### src/rtl/calc_pkg.sv
// Shared definitions for the two-operand calculator sequencer:
// state encoding, button indices and the default converter timeout.
package calc_pkg;

  typedef enum logic [2:0] {
    GET_A  = 3'd0,
    GET_B  = 3'd1,
    GET_OP = 3'd2,
    CALC   = 3'd3,
    START  = 3'd4,
    WAIT   = 3'd5,
    SHOW   = 3'd6,
    ERR    = 3'd7
  } state_t;

  localparam int BTN_ENTER = 0;
  localparam int BTN_ADD   = 1;
  localparam int BTN_SUB   = 2;
  localparam int BTN_CLEAR = 3;

  localparam int CONV_TIMEOUT_DEF = 64;

  typedef struct packed {
    logic [15:0] mag;
    logic        sign;
  } alu_res_t;

endpackage

### src/rtl/calc_alu.sv
// Magnitude/sign arithmetic for the calculator; purely combinational.
// Subtraction reports |a-b| with sign set only when b is strictly larger.
module calc_alu
  import calc_pkg::*;
(
  input  logic [7:0] a,
  input  logic [7:0] b,
  input  logic       add_sub,
  output alu_res_t   res
);

  logic [8:0] sum;
  logic [8:0] diff_ab;
  logic [8:0] diff_ba;
  logic       b_gt_a;

  always_comb begin
    sum     = {1'b0, a} + {1'b0, b};
    diff_ab = {1'b0, a} - {1'b0, b};
    diff_ba = {1'b0, b} - {1'b0, a};
    b_gt_a  = (b > a);
    res.mag  = 16'd0;
    res.sign = 1'b0;
    if (!add_sub) begin
      res.mag = {7'd0, sum};
    end else if (b_gt_a) begin
      res.mag  = {7'd0, diff_ba};
      res.sign = 1'b1;
    end else begin
      res.mag = {7'd0, diff_ab};
    end
  end

endmodule

### src/rtl/calc_seq_ctrl.sv
// Calculator sequencer: collects two operands and an operation,
// computes, then hands the result to a BCD converter with a timeout.
module calc_seq_ctrl
  import calc_pkg::*;
#(
  parameter int CONV_TIMEOUT = CONV_TIMEOUT_DEF
) (
  input  logic        clk,
  input  logic        rst,
  input  logic [3:0]  btn_pulse,
  input  logic [7:0]  sw,
  input  logic        conv_busy,
  input  logic        conv_done,
  output logic [7:0]  op_a,
  output logic [7:0]  op_b,
  output logic        add_sub,
  output logic [15:0] result,
  output logic        sign,
  output logic        conv_start,
  output logic        disp_valid,
  output logic        err,
  output logic [2:0]  state
);

  localparam int CW = $clog2(CONV_TIMEOUT + 1);
  localparam logic [CW-1:0] CNT_LAST = CW'(CONV_TIMEOUT - 1);

  state_t      state_q, state_d;
  logic [7:0]  op_a_q, op_a_d;
  logic [7:0]  op_b_q, op_b_d;
  logic        add_sub_q, add_sub_d;
  logic [15:0] result_q, result_d;
  logic        sign_q, sign_d;
  logic        err_q, err_d;
  logic [CW-1:0] cnt_q, cnt_d;
  logic        start_c;

  logic        enter;
  logic        add;
  logic        sub;
  logic        clear;
  alu_res_t    alu_res;

  assign enter = btn_pulse[BTN_ENTER];
  assign add   = btn_pulse[BTN_ADD];
  assign sub   = btn_pulse[BTN_SUB];
  assign clear = btn_pulse[BTN_CLEAR];

  calc_alu u_alu (
    .a       (op_a_q),
    .b       (op_b_q),
    .add_sub (add_sub_q),
    .res     (alu_res)
  );

  always_ff @(posedge clk or posedge rst) begin
    if (rst) begin
      state_q   <= GET_A;
      op_a_q    <= 8'd0;
      op_b_q    <= 8'd0;
      add_sub_q <= 1'b0;
      result_q  <= 16'd0;
      sign_q    <= 1'b0;
      err_q     <= 1'b0;
      cnt_q     <= '0;
    end else begin
      state_q   <= state_d;
      op_a_q    <= op_a_d;
      op_b_q    <= op_b_d;
      add_sub_q <= add_sub_d;
      result_q  <= result_d;
      sign_q    <= sign_d;
      err_q     <= err_d;
      cnt_q     <= cnt_d;
    end
  end

  always_comb begin
    state_d   = state_q;
    op_a_d    = op_a_q;
    op_b_d    = op_b_q;
    add_sub_d = add_sub_q;
    result_d  = result_q;
    sign_d    = sign_q;
    err_d     = err_q;
    cnt_d     = cnt_q;
    start_c   = 1'b0;

    if (clear) begin
      state_d   = GET_A;
      op_a_d    = 8'd0;
      op_b_d    = 8'd0;
      add_sub_d = 1'b0;
      result_d  = 16'd0;
      sign_d    = 1'b0;
      err_d     = 1'b0;
      cnt_d     = '0;
    end else begin
      unique case (state_q)
        GET_A: begin
          if (enter) begin
            op_a_d  = sw;
            state_d = GET_B;
          end
        end
        GET_B: begin
          if (enter) begin
            op_b_d  = sw;
            state_d = GET_OP;
          end
        end
        GET_OP: begin
          if (add) begin
            add_sub_d = 1'b0;
            state_d   = CALC;
          end else if (sub) begin
            add_sub_d = 1'b1;
            state_d   = CALC;
          end
        end
        CALC: begin
          result_d = alu_res.mag;
          sign_d   = alu_res.sign;
          state_d  = START;
        end
        START: begin
          if (!conv_busy) begin
            start_c = 1'b1;
            cnt_d   = '0;
            state_d = WAIT;
          end
        end
        WAIT: begin
          // done on the final counted cycle still wins over timeout
          if (conv_done) begin
            state_d = SHOW;
          end else if (cnt_q == CNT_LAST) begin
            err_d   = 1'b1;
            state_d = ERR;
          end else begin
            cnt_d = cnt_q + 1'b1;
          end
        end
        SHOW: begin
          if (enter) begin
            state_d = GET_A;
          end else if (add) begin
            add_sub_d = 1'b0;
            state_d   = CALC;
          end else if (sub) begin
            add_sub_d = 1'b1;
            state_d   = CALC;
          end
        end
        ERR: begin
          state_d = ERR;
        end
        default: begin
          state_d = GET_A;
        end
      endcase
    end
  end

  assign op_a       = op_a_q;
  assign op_b       = op_b_q;
  assign add_sub    = add_sub_q;
  assign result     = result_q;
  assign sign       = sign_q;
  assign err        = err_q;
  assign state      = state_q;
  assign conv_start = start_c;
  assign disp_valid = (state_q == SHOW);

endmodule

### config.mk
export PLATFORM = sky130hd
export DESIGN_NAME = calc_seq_ctrl
export DESIGN_NICKNAME = d
export VERILOG_FILES = /design/src/rtl/calc_pkg.sv /design/src/rtl/calc_alu.sv /design/src/rtl/calc_seq_ctrl.sv
export SDC_FILE = /design/constraint.sdc
export NUM_CORES = 1
export LEC_CHECK = 0
export BUFFER_PORTS_ARGS = -buffer_cell sky130_fd_sc_hd__buf_2
export CAP_MARGIN = 0
export CORE_MARGIN = 2
export CORE_UTILIZATION = 45
export DETAILED_ROUTE_END_ITERATION = 16
export GPL_TIMING_DRIVEN = 1
export PLACE_DENSITY = 0.67
export SLEW_MARGIN = 10
export SYNTH_ARGS = -nofsm -noshare
export SYNTH_HDL_FRONTEND = slang
export SYNTH_SLANG_ARGS = --single-unit
### constraint.sdc
create_clock -name clk -period 3.05 [get_ports clk]
set_input_delay 0.305 -clock clk [delete_from_list [all_inputs] [get_ports clk]]
set_output_delay 0.305 -clock clk [all_outputs]
set_load 0.02 [all_outputs]
; ---- Word-level counts from Yosys, hierarchy flattened
; Cells that the tools add are included.
[totals]
reg_bits = 45
inputBits = 16
output_inout_bits = 40
wordCells = 84
[op_classes]
n_addsub = 4
n_lt_le_gt_ge = 1
n_eq_ne = 16
muxes = 40
reduce_logical = 15
[ops]
columns = operator, n
row1 = $mux W8, 5
row2 = $mux W16, 2
row3 = $mux W7, 4
row4 = $mux W3, 9
row5 = $pmux W3 S8, 1
row6 = $mux W9, 2
row7 = $ne A3 B3 Y1 const B, 6
row8 = $sub A8 B8 Y9, 2
row9 = $mux W1, 15
row10 = $pmux W7 S2, 1
row11 = $eq A3 B3 Y1 const B, 4
row12 = $reduce_bool A2 Y1, 6
row13 = $add A8 B8 Y9, 1
row14 = $gt A8 B8 Y1, 1
row15 = $reduce_and A4 Y1, 2
row16 = $add A7 B1 Y7 const B, 1
row17 = $eq A7 B6 Y1 const B, 1
row18 = $eq A3 B2 Y1 const B, 2
row19 = $reduce_and A2 Y1, 3
row20 = $reduce_bool A3 Y1, 2
row21 = $ne A4 B4 Y1 const B, 1
row22 = $eq A3 B1 Y1 const B, 1
row23 = $logic_not A3 Y1, 1
row24 = $reduce_and A3 Y1, 1
row25 = 2 further kinds, 2

; ---- Logic depth before layout (Yosys ltp)
; Gate-level depths: netlist of the first run.
[depth]
depth_word = 5
mapped_depth = 11
depth_no_buf = 11

; ---- Cells and area by module
; Synthesis of the first run repeated with hierarchy kept, for this count alone.
[unflattened]
hier_cells = 320
hier_area_um2 = 3108.0
[by_module_without_submodules]
columns = mod, instances, cells_each, area_each_um2, seq_area_each_um2
row1 = calc_seq_ctrl, 1, 178, 1993.2, 1126.1
row2 = calc_alu, 1, 142, 1114.8, 0.0

; ---- Worst setup path before layout of the first run
; OpenSTA, ideal clock, no wires.
[synth_timing]
path_type = reg-to-reg
from = register op_a_q[1], in the netlist op_a[1]
to = register result_q[2], in the netlist result[2]
setup_time_ns = 0.132
arrival_ns = 2.451
required_ns = 2.918
slack_ns = 0.467
path_stages_with_launch = 11
n_path_buf = 1
synth_period_minus_slack_ns = 2.583
cell_sequence = dfrtp_1 > inv_1 > ha_1 > nor2b_1 > o31a_1 > o31ai_2 > or2_1 > buf_6 > mux2i_1 > xor2_1 > o221ai_2
[synth_between]
elab_chain_cells = 5
elab_cells_between_ends = 8
classes_between = 3 x add/sub / 1 x order compare / 4 x mux
[synth_rtl]
columns = item, line
row1 = "start, declared", calc_seq_ctrl.sv:29  ; logic [7:0] op_a_q, op_a_d;
row2 = "start signal, assigned", calc_seq_ctrl.sv:68  ; op_a_q <= op_a_d;
row3 = $sub A8 B8 Y9 (tied with other cells), calc_alu.sv:19  ; diff_ab = {1'b0, a} - {1'b0, b};
row4 = $mux W9, calc_alu.sv:26  ; end else if (b_gt_a) begin
row5 = $mux W9 *, calc_alu.sv:24  ; if (!add_sub) begin
row6 = $mux W16 *, calc_seq_ctrl.sv:99  ; unique case (state_q)
row7 = $mux W16 *, calc_seq_ctrl.sv:89  ; if (clear) begin
row8 = "end signal, assigned", calc_seq_ctrl.sv:71  ; result_q <= result_d;
row9 = "end, declared", calc_seq_ctrl.sv:32  ; logic [15:0] result_q, result_d;
; Every way passes the cells marked *; elsewhere a longest branch is shown, timed or not. The select of a mux whose other input is x is not followed.
; A chain may end at the register's enable or synchronous reset.

; ---- Worst setup path after layout of the first run
; Ends and elaborated chain as after synthesis.

==> summary.md, run 1 <==
| Metric | Value |
|---|---|
| Main combinational cell family by area after synthesis | `compound AO/OA/AOI/OAI gates` |
| Total gr overflow | `0` |
| Port-buffer cells | `48` |
| N_diodes | `0` |
| Synth async-reset ratio | `100%` |
| CTS buffer count | `5` |
| Total wire length | `~6300 µm` |
| Site Rows | `29` |
| Final Hold Fails | `0` |
| CP cell instances | `inv_1 > ha_1 > nor2b_1 > o31a_1 > o31ai_2 > or2_1 > mux2i_1 > xor2_1 > o221ai_2` |
| Slowest Stage Delay on Critical Path | `~0.45 ns` |
| # IOs | `56` |
| Startpoint types | `flip-flop` |
| Synthesis warning total | `0` |
| Clock root buffer | `clkbuf_8` |
| First-pass GRT wire length | `roughly 11000 µm` |
| NumNets Final | `around 420` |
| Worst EP required | `between 3 and 4 ns` |
| Mapped cell area | `~0.0029 mm²` |
| Setup TNS | `0 ns` |
| Layout cells sized above 1 | `around 17%` |
| Total number of vias | `between 2000 and 2500` |
| Die area | `~0.007 mm²` |
| Initial Utilization | `between 40% and 50%` |
| Outcome | `complete, no violations` |
| Die extent in y | `between 80 and 90 µm` |
| Max-slew violations | `0` |
| Largest net degree at the start of global routing | `39` |
| Top post-synthesis cells by area | `dfrtp_1 33%, ha_1 11%, o21ai_0 4.7%` |
| DRC Markers | `0` |
| Critical-path top delay cell | `dfrtp_1` |
| Final Core Density | `between 50% and 60%` |
| Clk buf depth | `2` |
| Mux cell area share after synthesis | `around 4.5%` |
| Sequential fraction of the synthesis area | `33.2%` |
| PostCTS Resize Cnt | `0` |
| Total GRT Usage | `18.4%` |
| Simple-gate share of the synthesized area | `around 17%` |
| Main synth FF type | `dfrtp_1` |
| Power Density | `between 400 and 500 mW/mm²` |
| Sink Count | `38` |
| Setup bufs post-CTS | `0` |
| Static leakage | `about 0.0015 µW` |
| Top-count cell post-synth | `dfrtp_1` |
| Starting DRT DRC Count | `about 140` |
| Hold buffers post-CTS | `0` |
| 1st-pass router iterations | `4` |
| Cells after DPL | `around 440` |
| TritonCTS clock tree | `yes` |
| Clk pin slew, worst setup/hold paths | `approximately 0.08 ns` |
| Period utilisation layout | `91.3%` |
| Worst-path fanout max | `7` |
| Clock Skew | `between 0.007 and 0.008 ns` |
| Synthesized area per cell | `8.68 µm²` |
| H-tree depth | `2` |
| Vias per cell | `~5.3` |
| Share of the synthesized area in the top cell type | `roughly 33%` |
| Setup violators final | `0` |
| RD Place Congestion | `about 0.89` |
| Post-synth top area cell | `dfrtp_1` |
| Top post-synthesis cells by count | `38 x dfrtp_1, 30 x nor2_1, 29 x inv_1, 27 x o21ai_0, 26 x nand2_1` |
| Dpl hpwl | `4810 µm` |
| #FFs+latches synth | `38` |
| Slew at the pin closest to its max-slew limit | `around 0.7 ns` |
| Max-Cap Viols | `0` |
| Post-Synth Adder-Cell Area | `13.0%` |
| Vias in the first global route | `about 2300` |
| Worst vdd ir | `roughly 0.17 mV` |
| RSZ-0062 raised after global routing | `false` |
| Antenna-violating nets left | `0` |
| CP Capture Type | `flip-flop` |
| Area post-placement | `0.00311 mm²` |
| Post-synthesis xor/xnor area fraction | `about 3.4%` |
| Fmax | `between 300 and 400 MHz` |
| Fin area | `~0.0032 mm²` |
| Hold Crit Class | `in -> async` |
| Crit Path Category | `reg -> reg` |
| CP Data Arrival Time | `between 2 and 3 ns` |
| Initial antenna violation count | `0` |
| Routed length per placed instance | `between 10 and 15 µm` |
| Final min period | `2.78 ns` |
| Post-synthesis compound-gate area fraction | `20.6%` |
| Relative slew margins | `54.3%` |
| Netlist cell types | `between 50 and 60` |
| Die W | `83.8 µm` |
| Final Non-Filler Cells | `between 400 and 500` |
| Core ar. | `between 0.006 and 0.007 mm²` |
| Post-synth EDFFs | `0` |
| Clock Latency Late Sink | `just under 0.3 ns` |
| Layout area overhead | `11.5%` |
| Synth Instances | `330` |
-- path summary, 6_finish.rpt --
kind / depth (start not counted) / slack (ns) / endpoint / startpoint
setup / recovery: 9 / 0.27 / result[2]$_DFFE_PP0P_ / op_a[1]$_DFFE_PP0P_
hold / removal: 3 / 0.11 / result[6]$_DFFE_PP0P_ / rst
setup reg to reg: 9 / 0.27 / result[2]$_DFFE_PP0P_ / op_a[1]$_DFFE_PP0P_
hold reg to reg: 2 / 0.48 / sign$_DFFE_PP0P_ / sign$_DFFE_PP0P_
max in group asynchronous: 3 / 2.60 / op_a[2]$_DFFE_PP0P_ / rst
min in group clk: 2 / 0.23 / add_sub$_DFFE_PP0P_ / btn_pulse[1]
-- sequential cells by signal, indices dropped and copies added (netlist names) --
register and count:
cnt_q 7, state 3, op_b 8, err 1, sign 1, result 9, op_a 8, add_sub 1
-- layout by cell type (no fill, tap or decap), types with 3 or more instances in the layout --
cell      netlist  final
nand2b_1       12     12
o221ai_1        4      4
or2_2           4      4
mux2i_1        13     13
o21ai_0        27     27
a21o_1          3      3
buf_2           4     48
o211ai_1        4      4
buf_4           8      3
fa_1            3      3
dfrtp_1        38     38
xnor2_1        10     10
nand3_1         6      6
nand2_1        26     26
nor2_1         30     30
nor3_1          6      6
o21bai_1        3      3
clkbuf_8        0      5
conb_1          1      7
a21oi_1        20     20
ha_1           25     25
inv_1          29     29
o21a_1          5      5
-- power breakdown --
group | internal [µW] | leakage, µW | switching, µW | total, µW
registers | 525 | 0.000519 | 33.2 | 558
clock network | 156 | 0.0000362 | 186 | 342
logic | 190 | 0.000994 | 280 | 470
total | 871 | 0.00155 | 499 | 1370
-- layer usage --
layer  vias up  global-route usage, %  part of all wire, %
met5         -                      0                    0
met4         0                   5.87                 0.64
met3         6                   4.55                  5.4
met2        60                   30.3                   48
met1      1109                   23.8                   46
li1       1207                      -                    -
-- worst max-delay path, delay by kind of cell (launching register included) --
family          cells  cell delay, ns
compound gates      3            0.69
simple gates        2            0.54
flops               1            0.45
buf+inv             1            0.14
xor+xnor            1            0.20
fa+ha+maj           1            0.36
mux                 1            0.28
-- layout make-up --
class	instances	area [µm²]
Fill cell	581	3050
Multi-Input combinational cell	248	1690
Sequential cell	38	951
Timing Repair Buffer	51	263
Inverter	29	109
Tap cell	77	96.3
Clock buffer	5	68.8
Clock inverter	2	15.0
-- cells by family (layout without fill, tap and decap cells) --
| logic type | Yosys count | after routing |
|---|---|---|
| AO/OA/AOI/OAI | 89 | 89 |
| XOR/XNOR | 11 | 11 |
| adder cells (fa/ha/maj) | 28 | 28 |
| buffers and inverters | 50 | 87 |
| flip-flops | 38 | 38 |
| multiplexers | 13 | 13 |
| other | 1 | 7 |
| AND/OR/NAND/NOR | 100 | 100 |
-- stage by stage --
step                hold WS, ns  power, µW  worst slack [ns]
floorplan                 0.396        946             0.467
detailed placement        0.450       1040             0.278
CTS                       0.130       1380             0.260
global placement          0.449       1030             0.414
finish                    0.114       1370             0.266
global route              0.197       1460            0.0615
No activity file was read; power rests on OpenSTA's default activity.
==> run 2, diff against run 1 <==
- PLACE_DENSITY: 0.67 -> unset
- PLACE_DENSITY_LB_ADDON: unset -> 0.05
==> summary.md, run 2 (synthesized netlist as in run 1, its figures left out) <==
| Metric | Value |
|---|---|
| Site Rows | `29 (unchanged)` |
| Largest net degree at the start of global routing | `39 (unchanged)` |
| Starting DRT DRC Count | `113 (-20%)` |
| Startpoint types | `flip-flop` |
| Pint | `1070 µW (+22%)` |
| # IOs | `56 (unchanged)` |
| Layout cells sized above 1 | `17.9% (+0.44 points)` |
| Clock share of power | `34.9% (+9.9 points)` |
| Fmax | `361 MHz (+0.37%)` |
| Switching share of total power | `32.7% (-3.7 points)` |
| Worst EP required | `3.22 ns (about the same)` |
| Dpl hpwl | `4970 µm (+3.4%)` |
| Power Density | `486 mW/mm² (+13%)` |
| Max-slew violations | `0 (unchanged)` |
| Cells after DPL | `444 (+0.23%)` |
| Clk buf depth | `2 (unchanged)` |
| Final Non-Filler Cells | `452 (+0.44%)` |
| Outcome | `complete, no violations` |
| Crit Path Category | `reg -> reg` |
| Worst-path fanout max | `7 (unchanged)` |
| Hold Crit Class | `in -> async` |
| CTS buffer count | `5 (unchanged)` |
| R2r endpoint | `result[2]$_DFFE_PP0P_` |
| Initial antenna violation count | `0 (unchanged)` |
| Slew at the pin closest to its max-slew limit | `0.575 ns (-0.106 ns)` |
| Static leakage | `0.00159 µW (+2.6%)` |
| Setup TNS | `0 ns (unchanged)` |
| Layout area overhead | `13.8%` |
| Worst reg2reg path startpoint | `op_a[1]$_DFFE_PP0P_` |
| Max reg flops | `9 (unchanged)` |
| Sink Count | `38 (unchanged)` |
| TritonCTS clock tree | `yes` |
| R2R Setup Slk | `0.28 ns (about the same)` |
| Clock Skew | `0.00878 ns (+0.000799 ns)` |
| Port-buffer cells | `48 (unchanged)` |
| Net Sw Power | `517 µW (+3.7%)` |
| First-pass GRT wire length | `11200 µm (+4.6%)` |
| Worst r2r path cells | `9 (unchanged)` |
| Clk pin slew, worst setup/hold paths | `0.08 ns (about the same)` |
| Die area | `0.00702 mm² (unchanged)` |
| CP Capture Type | `flip-flop` |
| Clock root buffer | `clkbuf_8` |
| Final min period | `2.77 ns (-0.0104 ns)` |
| CP Data Arrival Time | `2.95 ns (about the same)` |
| Total gr overflow | `0 (unchanged)` |
| Setup violators final | `0 (unchanged)` |
| Total number of vias | `2403 (+0.88%)` |
| Logic pwr share | `29.8% (-4.5 points)` |
| Hold buffers post-CTS | `0 (unchanged)` |
| Worst vdd ir | `0.257 mV (+48%)` |
| Commonest cells after routing, fill and taps aside | `48 x buf_2, 38 x dfrtp_1, 30 x nor2_1` |
| 1st-pass router iterations | `4 (unchanged)` |
| Max-Cap Viols | `0 (unchanged)` |
| Total chip power | `1580 µW (+16%)` |
| Flop pwr share | `35.3% (-5.5 points)` |
| Total GRT Usage | `19.4% (+0.99 points)` |
| NumNets Final | `418 (+0.24%)` |
| Clock Latency Late Sink | `0.30 ns (about the same)` |
| Die W | `83.8 µm (unchanged)` |
| DRC Markers | `0 (unchanged)` |
| PostCTS Resize Cnt | `0 (unchanged)` |
| Total wire length | `6630 µm (+5.4%)` |
| Routed length per placed instance | `14.7 µm (+5.0%)` |
| Die extent in y | `83.8 µm (unchanged)` |
| H-tree depth | `2 (unchanged)` |
| RSZ-0062 raised after global routing | `false` |
| Vias in the first global route | `2343 (-0.17%)` |
| Final Hold Fails | `0 (unchanged)` |
| Period utilisation layout | `90.9% (-0.34 points)` |
| Initial Utilization | `45.9% (unchanged)` |
| CP startpoint | `op_a[1]$_DFFE_PP0P_` |
| Relative slew margins | `61.3% (+7.1 points)` |
| N_diodes | `0 (unchanged)` |
| Antenna-violating nets left | `0 (unchanged)` |
| Core ar. | `0.00624 mm² (unchanged)` |
| RD Place Congestion | `0.864 (-2.5%)` |
| Setup bufs post-CTS | `0 (unchanged)` |
| Commonest non-fill, non-tap cell in the layout | `buf_2` |
| Vias per cell | `5.32 (+0.44%)` |
[run 2: metal layers]
metal  routed length [µm]  global-route usage (%)  share of wire (%)  up-vias
met2                 3160                    31.8                 48       42
met1                 3160                    26.5                 48     1136
met5                    0                       0                  0        -
met3                  209                    2.87                3.2       10
li1                     -                       -                  -     1215
met4                   91                    6.01                1.4        0
[run 2: worst max-delay path by stage]
stage | to | cells after the start | slack (ns)
6_report | result[2]$_DFFE_PP0P_ | 9 | 0.28
5_1_grt | result[2]$_DFFE_PP0P_ | 9 | 0.06
4_1_cts | result[3]$_DFFE_PP0P_ | 9 | 0.26
3_5_place_dp | result[3]$_DFFE_PP0P_ | 9 | 0.27
3_3_place_gp | result[2]$_DFFE_PP0P_ | 9 | 0.39
2_1_floorplan | result[2]$_DFFE_PP0P_ | 10 | 0.47
[run 2: final cells by class]
| type | count | area, µm² |
|---|---|---|
| clock buffers | 6 | 82.6 |
| clock inverters | 2 | 60.1 |
| fillers | 622 | 2980 |
| inverters | 29 | 109 |
| multi-input cells | 248 | 1690 |
| flip-flops and latches | 38 | 951 |
| well taps | 77 | 96.3 |
| repair buffers | 52 | 270 |
[run 2: critical path: stages, from the launching register on]
cell and delay (ns):
dfrtp_1 0.47, inv_1 0.15, ha_1 0.36, nor2b_1 0.16
o31a_1 0.29, o31ai_2 0.29, or2_1 0.36, mux2i_1 0.26
xor2_1 0.19, o221ai_2 0.11
[run 2: power groups by stage]
stage               Clock (µW)  Combinational (µW)  Sequential [µW]
CTS                        560                 475              560
global placement             0                 471              568
floorplan                    0                 359              587
finish                     552                 472              559
global route               573                 528              565
detailed placement           0                 471              570
[run 2: metrics by stage]
step                util (%)  hold slack, ns  instance area [µm²]  setup slack [ns]
floorplan                  -           0.396                 2890             0.467
global placement        49.9           0.457                 3120             0.393
detailed placement      49.9           0.454                 3120             0.275
CTS                     52.2           0.135                 3260             0.261
global route            52.2           0.169                 3260            0.0552
finish                  52.2          0.0991                 3260             0.276
==> run 3, diff against run 2 <==
--- a/config.mk
+++ b/config.mk
@@ -12,5 +12,6 @@
 export DETAILED_ROUTE_END_ITERATION = 16
 export GPL_TIMING_DRIVEN = 1
-export PLACE_DENSITY_LB_ADDON = 0.05
+export PLACE_DENSITY_LB_ADDON = 0.25
+export SETUP_SLACK_MARGIN = 0.5
 export SLEW_MARGIN = 10
 export SYNTH_ARGS = -nofsm -noshare
==> constraint.sdc (replaced) <==
create_clock -name clk -period 3.05 [get_ports clk]
set_input_delay 0.1525 -clock clk [delete_from_list [all_inputs] [get_ports clk]]
set_output_delay 0.1525 -clock clk [all_outputs]
set_load 0.02 [all_outputs]
==> summary.md, run 3 (synthesized netlist as in run 1, its figures left out) <==
| Metric | Value |
|---|---|
| Final Non-Filler Cells | `454 (+0.44%)` |
| Die area | `0.00702 mm² (unchanged)` |
| Hold Crit Class | `in -> reg` |
| Die W | `83.8 µm (unchanged)` |
| TritonCTS clock tree | `yes` |
| # IOs | `56 (unchanged)` |
| Fmax | `408 MHz (+13%)` |
| Max-slew violations | `0 (unchanged)` |
| Max reg flops | `9 (unchanged)` |
| Largest net degree at the start of global routing | `39 (unchanged)` |
| Area post-placement | `0.00311 mm² (-0.20%)` |
| Site Rows | `29 (unchanged)` |
| Power Density | `441 mW/mm² (-9.3%)` |
| Met3 usage | `4.15% (+1.3 points)` |
| Initial Utilization | `45.9% (unchanged)` |
| Total gr overflow | `0 (unchanged)` |
| NumNets Final | `420 (+0.48%)` |
| Die extent in y | `83.8 µm (unchanged)` |
| M1 GR Usage | `25.4% (-1.1 points)` |
| Total number of vias | `2416 (+0.54%)` |
| Pint | `919 µW (-14%)` |
| RSZ-0062 raised after global routing | `true` |
| Slew at the pin closest to its max-slew limit | `0.647 ns (+0.0721 ns)` |
| Static leakage | `0.00157 µW (-1.2%)` |
| Final min period | `2.45 ns (-0.323 ns)` |
| Total GRT Usage | `19.0% (-0.44 points)` |
| H-tree depth | `2 (unchanged)` |
| RD Place Congestion | `0.894 (+3.5%)` |
| Worst vdd ir | `0.193 mV (-25%)` |
| Final worst slack | `0.599 ns (+0.323 ns)` |
| Clock Skew | `0.00498 ns (-0.00380 ns)` |
| Clock Latency Late Sink | `0.30 ns (about the same)` |
| Filler cells | `609 (-2.1%)` |
| Total wire length | `6450 µm (-2.6%)` |
| Antenna-violating nets left | `0 (unchanged)` |
| R2R Setup Slk | `0.60 ns (+0.32 ns)` |
| Setup TNS | `0 ns (unchanged)` |
| First-pass GRT wire length | `10900 µm (-2.7%)` |
| Max-Cap Viols | `0 (unchanged)` |
| Logic pwr share | `34.4% (+4.6 points)` |
| Switching share of total power | `36.2% (+3.5 points)` |
| Worst EP required | `3.24 ns (+0.02 ns)` |
| Clock root buffer | `clkbuf_8` |
| Vias per cell | `5.32 (about the same)` |
| Routed length per placed instance | `14.2 µm (-3.0%)` |
| Commonest non-fill, non-tap cell in the layout | `buf_2` |
| Core ar. | `0.00624 mm² (unchanged)` |
| Layout cells sized above 1 | `20.4% (+2.6 points)` |
| Sink Count | `38 (unchanged)` |
| Fin area | `0.00327 mm² (+0.35%)` |
| Final Hold Fails | `0 (unchanged)` |
| Multi-input logic area | `0.00173 mm² (+2.1%)` |
| Net Sw Power | `522 µW (+0.86%)` |
| Flop pwr share | `38.8% (+3.5 points)` |
| Port-buffer cells | `48 (unchanged)` |
| Clk buf depth | `2 (unchanged)` |
| Period utilisation layout | `80.4% (-11 points)` |
| Pre-CTS setup slack | `0.364 ns (+0.0890 ns)` |
| CTS buffer count | `5 (unchanged)` |
| Busiest grt layer | `met2` |
| Met2 Usage GRT | `31.1% (-0.73 points)` |
| 1st-pass router iterations | `4 (unchanged)` |
| Worst-path fanout max | `6 (-1)` |
| Commonest cells after routing, fill and taps aside | `48 x buf_2, 36 x dfrtp_1, 30 x nor2_1` |
| Relative slew margins | `56.5% (-4.8 points)` |
| Initial antenna violation count | `0 (unchanged)` |
| Starting DRT DRC Count | `122 (+8.0%)` |
| Startpoint types | `flip-flop` |
| Layout area overhead | `14.2%` |
| Vias in the first global route | `2298 (-1.9%)` |
| N_diodes | `0 (unchanged)` |
| DRC Markers | `0 (unchanged)` |
| Clk pin slew, worst setup/hold paths | `0.08 ns (about the same)` |
| Clock share of power | `26.8% (-8.1 points)` |
| Dpl hpwl | `4850 µm (-2.4%)` |
| Cells after DPL | `443 (-0.23%)` |
| CP Capture Type | `flip-flop` |
| Post-Route Hold Slack | `0.0594 ns (-0.0397 ns)` |
| CP Data Arrival Time | `2.64 ns (-0.31 ns)` |
| Seq. cell area | `953 µm² (+0.26%)` |
| Setup violators final | `0 (unchanged)` |
| Crit Path Category | `reg -> reg` |
| Outcome | `complete, no violations` |
run 3: cell types whose count changed in the layout (fill, tap and decap cells not counted), sizes merged:
cell | previous run | this run
bufinv | 2 | 0
buf | 52 | 53
clkinvlp | 0 | 1
dlygate4sd3 | 0 | 1
inv | 29 | 30
run 3: power groups by stage:
stage	Combinational [µW]	Sequential (µW)	Clock, µW
2_1_floorplan	359	588	0
3_3_place_gp	466	568	0
3_5_place_dp	468	569	0
4_1_cts	479	559	398
5_1_grt	549	564	418
6_report	496	559	386
run 3: path summary, 6_finish.rpt:
kind                                startpoint                     to  depth (start not counted)
min in group asynchronous                  rst  result[1]$_DFFE_PP0P_                          4
min reg2reg                   sign$_DFFE_PP0P_       sign$_DFFE_PP0P_                          2
min                               btn_pulse[1]    add_sub$_DFFE_PP0P_                          2
max reg2reg                op_a[1]$_DFFE_PP0P_  result[5]$_DFFE_PP0P_                          9
max in group asynchronous                  rst    op_b[2]$_DFFE_PP0P_                          4
max                        op_a[1]$_DFFE_PP0P_  result[5]$_DFFE_PP0P_                          9
run 3: timing repair:
item | in CTS | in global routing
endpoints found under the hold margin | 38 | 0
resized for setup | 1 | 8
buffers inserted | 1 | 1
setup endpoints to repair | 4 | 6
hold buffers | 1 | 0
pin swaps | 1 | 0
run 3: worst max-delay path: stages (launching register included):
cell and delay (ns):
dfrtp_2 0.46, inv_2 0.13, ha_4 0.22, nor2b_1 0.14, o31a_1 0.30, o21a_1 0.20, o41a_1 0.43, a21oi_2 0.17
xnor2_1 0.09, a22o_1 0.20
run 3: layer usage:
| layer | vias to the layer above | part of all wire (%) |
|---|---|---|
| met1 | 1129 | 46 |
| li1 | 1216 | - |
| met4 | 0 | 1.4 |
| met2 | 60 | 49 |
| met5 | - | 0 |
| met3 | 11 | 4.2 |
run 3: stage by stage:
stage	power [µW]	util, %
6_report	1440	52.4
5_1_grt	1530	52.4
4_1_cts	1440	51.7
3_5_place_dp	1040	49.8
3_3_place_gp	1030	49.8
2_1_floorplan	946	-
run 3: final cells by class:
cell class                 instances  share of cell area, %
sequential                        38                   29.2
multi-input combinational        248                   52.8
tap                               77                   2.95
clock inverter                     2                  0.497
clock buffer                       6                   2.52
timing repair buffer              54                   8.80
inverter                          29                   3.33
